**config.mk**
```make
export PLATFORM = sky130hd
export DESIGN_NAME = bitstream_to_binary
export DESIGN_NICKNAME = d
export VERILOG_FILES = /design/src/rtl/bitstream_to_binary.sv
export SDC_FILE = /design/constraint.sdc
export NUM_CORES = 1
export LEC_CHECK = 0
export CAP_MARGIN = 20
export CORE_ASPECT_RATIO = 1.2
export CORE_UTILIZATION = 47
export DETAILED_ROUTE_END_ITERATION = 6
export GPL_TIMING_DRIVEN = 1
export PLACE_DENSITY = 0.84
export SLEW_MARGIN = 25
export SYNTH_ARGS = -nofsm -noshare
export SYNTH_HDL_FRONTEND = slang
export SYNTH_SLANG_ARGS = --single-unit
```
**constraint.sdc**
```tcl
create_clock -name clk -period 1.5 [get_ports clk]
set_input_delay 0.225 -clock clk [delete_from_list [all_inputs] [get_ports clk]]
set_output_delay 0.225 -clock clk [all_outputs]
set_load 0.05 [all_outputs]
```
**src/rtl/bitstream_to_binary.sv**
```systemverilog
// bitstream_to_binary: counts ones over a window of 2^WINDOW_BITS valid samples of a
// unipolar bitstream and reports the count and its bipolar equivalent 2*count - N.
module bitstream_to_binary #(
    parameter int WINDOW_BITS = 10,
    parameter bit CONTINUOUS  = 0
) (
    input  logic                          clk,
    input  logic                          n_rst,
    input  logic                          start,
    input  logic                          clear,
    input  logic                          x,
    input  logic                          x_valid,
    output logic                          busy,
    output logic                          done,
    output logic [WINDOW_BITS:0]          value,
    output logic signed [WINDOW_BITS+1:0] value_bipolar
);
    localparam logic [WINDOW_BITS+1:0] W_N = (WINDOW_BITS+2)'(1 << WINDOW_BITS);

    typedef enum logic {IDLE, ACCUM} state_t;

    state_t                 r_state;
    logic [WINDOW_BITS:0]   r_ones;
    logic [WINDOW_BITS-1:0] r_sample;
    logic [WINDOW_BITS:0]   w_sum;

    assign w_sum = r_ones + {{WINDOW_BITS{1'b0}}, x};

    always_ff @(posedge clk) begin
        if (!n_rst) begin
            r_state       <= IDLE;
            r_ones        <= '0;
            r_sample      <= '0;
            busy          <= 1'b0;
            done          <= 1'b0;
            value         <= '0;
            value_bipolar <= $signed(-W_N);
        end else begin
            done <= 1'b0;
            if (clear) begin
                r_state  <= IDLE;
                busy     <= 1'b0;
                r_ones   <= '0;
                r_sample <= '0;
            end else if (r_state == IDLE) begin
                if (start) begin
                    r_state  <= ACCUM;
                    busy     <= 1'b1;
                    r_ones   <= '0;
                    r_sample <= '0;
                end
            end else if (x_valid) begin
                // last sample of the window: publish the sum including this sample
                if (&r_sample) begin
                    value         <= w_sum;
                    value_bipolar <= $signed({w_sum, 1'b0} - W_N);
                    done          <= 1'b1;
                    r_ones        <= '0;
                    r_sample      <= '0;
                    r_state       <= CONTINUOUS ? ACCUM : IDLE;
                    busy          <= CONTINUOUS;
                end else begin
                    r_ones   <= w_sum;
                    r_sample <= r_sample + 1'b1;
                end
            end
        end
    end
endmodule

```
==> results.sh, run 1 <==
export IMPL_tritoncts_num_buffers=5
export IMPL_worstSkewPairLatency_ps=300
export IMPL_floorplan_initialDensity_pct=49.5
export IMPL_globalRouteTotalUtil_pct=23.9
export IMPL_reg2reg_slack_ps=-70
export IMPL_cellPowerDensity_nw_per_um2=686
export IMPL_drv_max_cap_violation_count=0
export IMPL_number_of_enable_flip_flop_cells_after_synthesis=0
export IMPL_synth_top_cell_area_share_pct=41.2
export IMPL_worstSetupEndpointType="register"
export IMPL_result_of_the_run="complete, but fails checks"
export IMPL_design_die_area_um2=4080
export IMPL_timing_setup_critical_path_class="reg2reg"
export IMPL_ios=31
export IMPL_drtPass1Iterations=4
export IMPL_placed_area_um2=2400
export IMPL_cts_hold_repair_buffers=0
export IMPL_critPathMostFrequentCell="sky130_fd_sc_hd__nor2_1"
export IMPL_vdd_ir_drop_max_uv=504
export IMPL_num_rows=24
export IMPL_core_region_area_um2=3630
export IMPL_chip_width_um=58.5
export IMPL_syn_avg_cell_area_um2=8.61
export IMPL_numClockSinks=37
export IMPL_routed_via_count=1795
export IMPL_detail_route_vias_per_cell=5.39
export IMPL_post_route_min_period_ps=1570
export IMPL_rsz0062_at_grt="yes"
export IMPL_grt_pass1_vias=1742
export IMPL_num_antenna_cells=0
export IMPL_synth_flop_cell="sky130_fd_sc_hd__dfxtp_1"
export IMPL_post_synth_top_area_cell="sky130_fd_sc_hd__dfxtp_1"
export IMPL_cts_htree_levels=2
export IMPL_highest_delay_cell_along_the_critical_path="sky130_fd_sc_hd__dfxtp_4"
export IMPL_min_period_over_period_pct=105
export IMPL_synth_net_count=218
export IMPL_synth_async_sr_flop_share_pct=0
export IMPL_yosysSeqAreaShare_pct=41.2
export IMPL_worst_hold_path_num_cells=1
export IMPL_cts_tree="built"
export IMPL_maximum_fanout_along_the_worst_path=6
export IMPL_synthDistinctLibCells=39
export IMPL_finalSetupViolations=17
export IMPL_grt_first_pass_wirelength_mm=7.41
export IMPL_dr_iter_0_viols=51
export IMPL_post_layout_nonfiller_instances=333
export IMPL_fmax_mhz=637
export IMPL_layout_nets=289
export IMPL_flops_latches_synth=37
export IMPL_remaining_drc_errors=0
export IMPL_largest_net_degree_at_the_start_of_global_routing=19
export IMPL_synth_warning_count=0
export IMPL_cts_root_buf="sky130_fd_sc_hd__clkbuf_8"
export IMPL_flow_area_growth_from_synthesis_pct=54.9
export IMPL_avgRoutedWirePerCell_um=15.1
export IMPL_slowest_delay_ps=360
export IMPL_port_buffers=29
export IMPL_final_cell_area_um2=2790
export IMPL_path_clk_slew_ps=70
export IMPL_synth_area_um2=1800
export IMPL_post_dp_hpwl_mm=3.12
export IMPL_wirelength_mm=5.04
export IMPL_placedCellCount=318
export IMPL_overflow=0
export IMPL_max_clock_path_buffers=2
export IMPL_start_kind="register"
export IMPL_slew_violations=0
export IMPL_fin_worst_hold_slack_ps=461
export IMPL_crit_arrival_ps=1720
export IMPL_skew_ps=4.00
export IMPL_yosys_cell_count_top_type="sky130_fd_sc_hd__dfxtp_1"
export IMPL_power_leakage_nw=1.23
export IMPL_critical_path_required_ps=1650
export IMPL_hold_path_class="reg2reg"
export IMPL_final_hold_viol_count=0
export IMPL_timing_reg2reg_worst_path_depth=7
export IMPL_synth_cells=209
export IMPL_postLayoutSetupSlackWorst_ps=-70.9
export IMPL_timing_critical_path_cells="ha_4 > nand4_1 > o311ai_2 > buf_4 > nor2_1 > nor2_1 > a311oi_1"
export IMPL_synth_commonest_cells="sky130_fd_sc_hd__dfxtp_1 (37), sky130_fd_sc_hd__nand2_1 (32), sky130_fd_sc_hd__nor2_1 (20)"
export IMPL_violations="setup timing"
export IMPL_layout_cells_sized_above_1_pct=50.9
export IMPL_grt_antenna_before_repair=0
export IMPL_place_congestion=0.878
export IMPL_die_y_um=69.8
export IMPL_synth_top_cells_by_area="sky130_fd_sc_hd__dfxtp_1 (41%), sky130_fd_sc_hd__nand2_1 (6.7%), sky130_fd_sc_hd__xor2_1 (5.8%), sky130_fd_sc_hd__buf_4 (4.2%), sky130_fd_sc_hd__nor2_1 (4.2%)"
export IMPL_ant_nets=0
what timing repair did:
item	in CTS	in global routing
pin swaps	21	19
cloned	0	2
setup buffers	3	2
setup endpoints to repair	19	35
gates resized for setup	20	35
cells in the final DEF, fill, tap and decap left out, drive strengths merged, types with 7 or more instances in the layout:
cell    instances
buf            78
dfxtp          37
clkbuf          9
o211a           7
a21oi           9
nand3           7
nand2          32
nor2           20
nand4           8
xor2           12
routing by layer:
layer  up-vias  GRT usage, %  wire length, µm
li1        870             -                -
met1       859          25.0             1870
met2        58          43.0             2860
met3         8          6.72              233
met4         0          10.8               83
met5         -             0                0
state kept, by name, summed over array words and instances (netlist names):
signal         flops
value_bipolar      2
done               1
r_state            1
r_ones            11
busy               1
value             11
r_sample          10
final timing paths:
check,startpoint,end
setup reg to reg,r_sample[0],r_ones[6]
hold reg to reg,value_bipolar[10],value_bipolar[10]
setup / recovery,r_sample[0],r_ones[6]
hold / removal,value_bipolar[10],value_bipolar[10]
metrics by stage:
stage	power, mW	worst slack [ps]	utilization, %	setup TNS [ps]
finish	1.91	-70.9	76.7	-594
global route	1.98	-132	76.7	-2080
CTS	1.91	-59.1	71.2	-352
detailed placement	1.14	-493	66.0	-7790
global placement	1.13	-417	66.0	-6500
floorplan	1.07	-141	-	-1030
final cells by class:
cell class / count / area, µm²
Timing Repair Buffer: 85 / 708
Clock buffer: 7 / 96.3
Fill cell: 253 / 846
Multi-Input combinational cell: 149 / 1150
Tap cell: 52 / 65.1
Sequential cell: 37 / 759
Clock inverter: 1 / 5.00
Inverter: 2 / 7.51
critical path, delay by kind of cell (launching register included):
family                     cells  cell delay [ps]
AOI/OAI and AO/OA              2              420
buffers and inverters          1              200
DFF                            1              360
adders and majority gates      1              130
and+or+nand+nor                3              310
power breakdown:
| group | total [mW] | internal [mW] | switching, mW |
|---|---|---|---|
| registers | 0.984 | 0.982 | 0.00285 |
| clock network | 0.776 | 0.415 | 0.361 |
| logic | 0.152 | 0.0667 | 0.0854 |
logic make-up after synthesis:
| logic type | after synthesis | share of synthesized area (%) |
|---|---|---|
| buffers and inverters | 23 | 7.44 |
| adder cells (fa/ha/maj) | 3 | 2.09 |
| AND/OR/NAND/NOR | 88 | 24.3 |
| XOR/XNOR | 17 | 8.28 |
| flip-flops | 37 | 41.2 |
| AO/OA/AOI/OAI | 40 | 16.5 |
| other | 1 | 0.208 |
Power figures use the tool's default switching activity.
==> run 2: changes to the inputs <==
--- a/config.mk
+++ b/config.mk
@@ -8,6 +8,7 @@
 export CAP_MARGIN = 20
 export CORE_ASPECT_RATIO = 1.2
 export CORE_UTILIZATION = 47
+export CTS_CLUSTER_DIAMETER = 40
 export DETAILED_ROUTE_END_ITERATION = 6
 export GPL_TIMING_DRIVEN = 1
 export PLACE_DENSITY = 0.84
==> results of run 2 <==
Same layout as run 1: the final DEF is identical, and so are final timing and power.
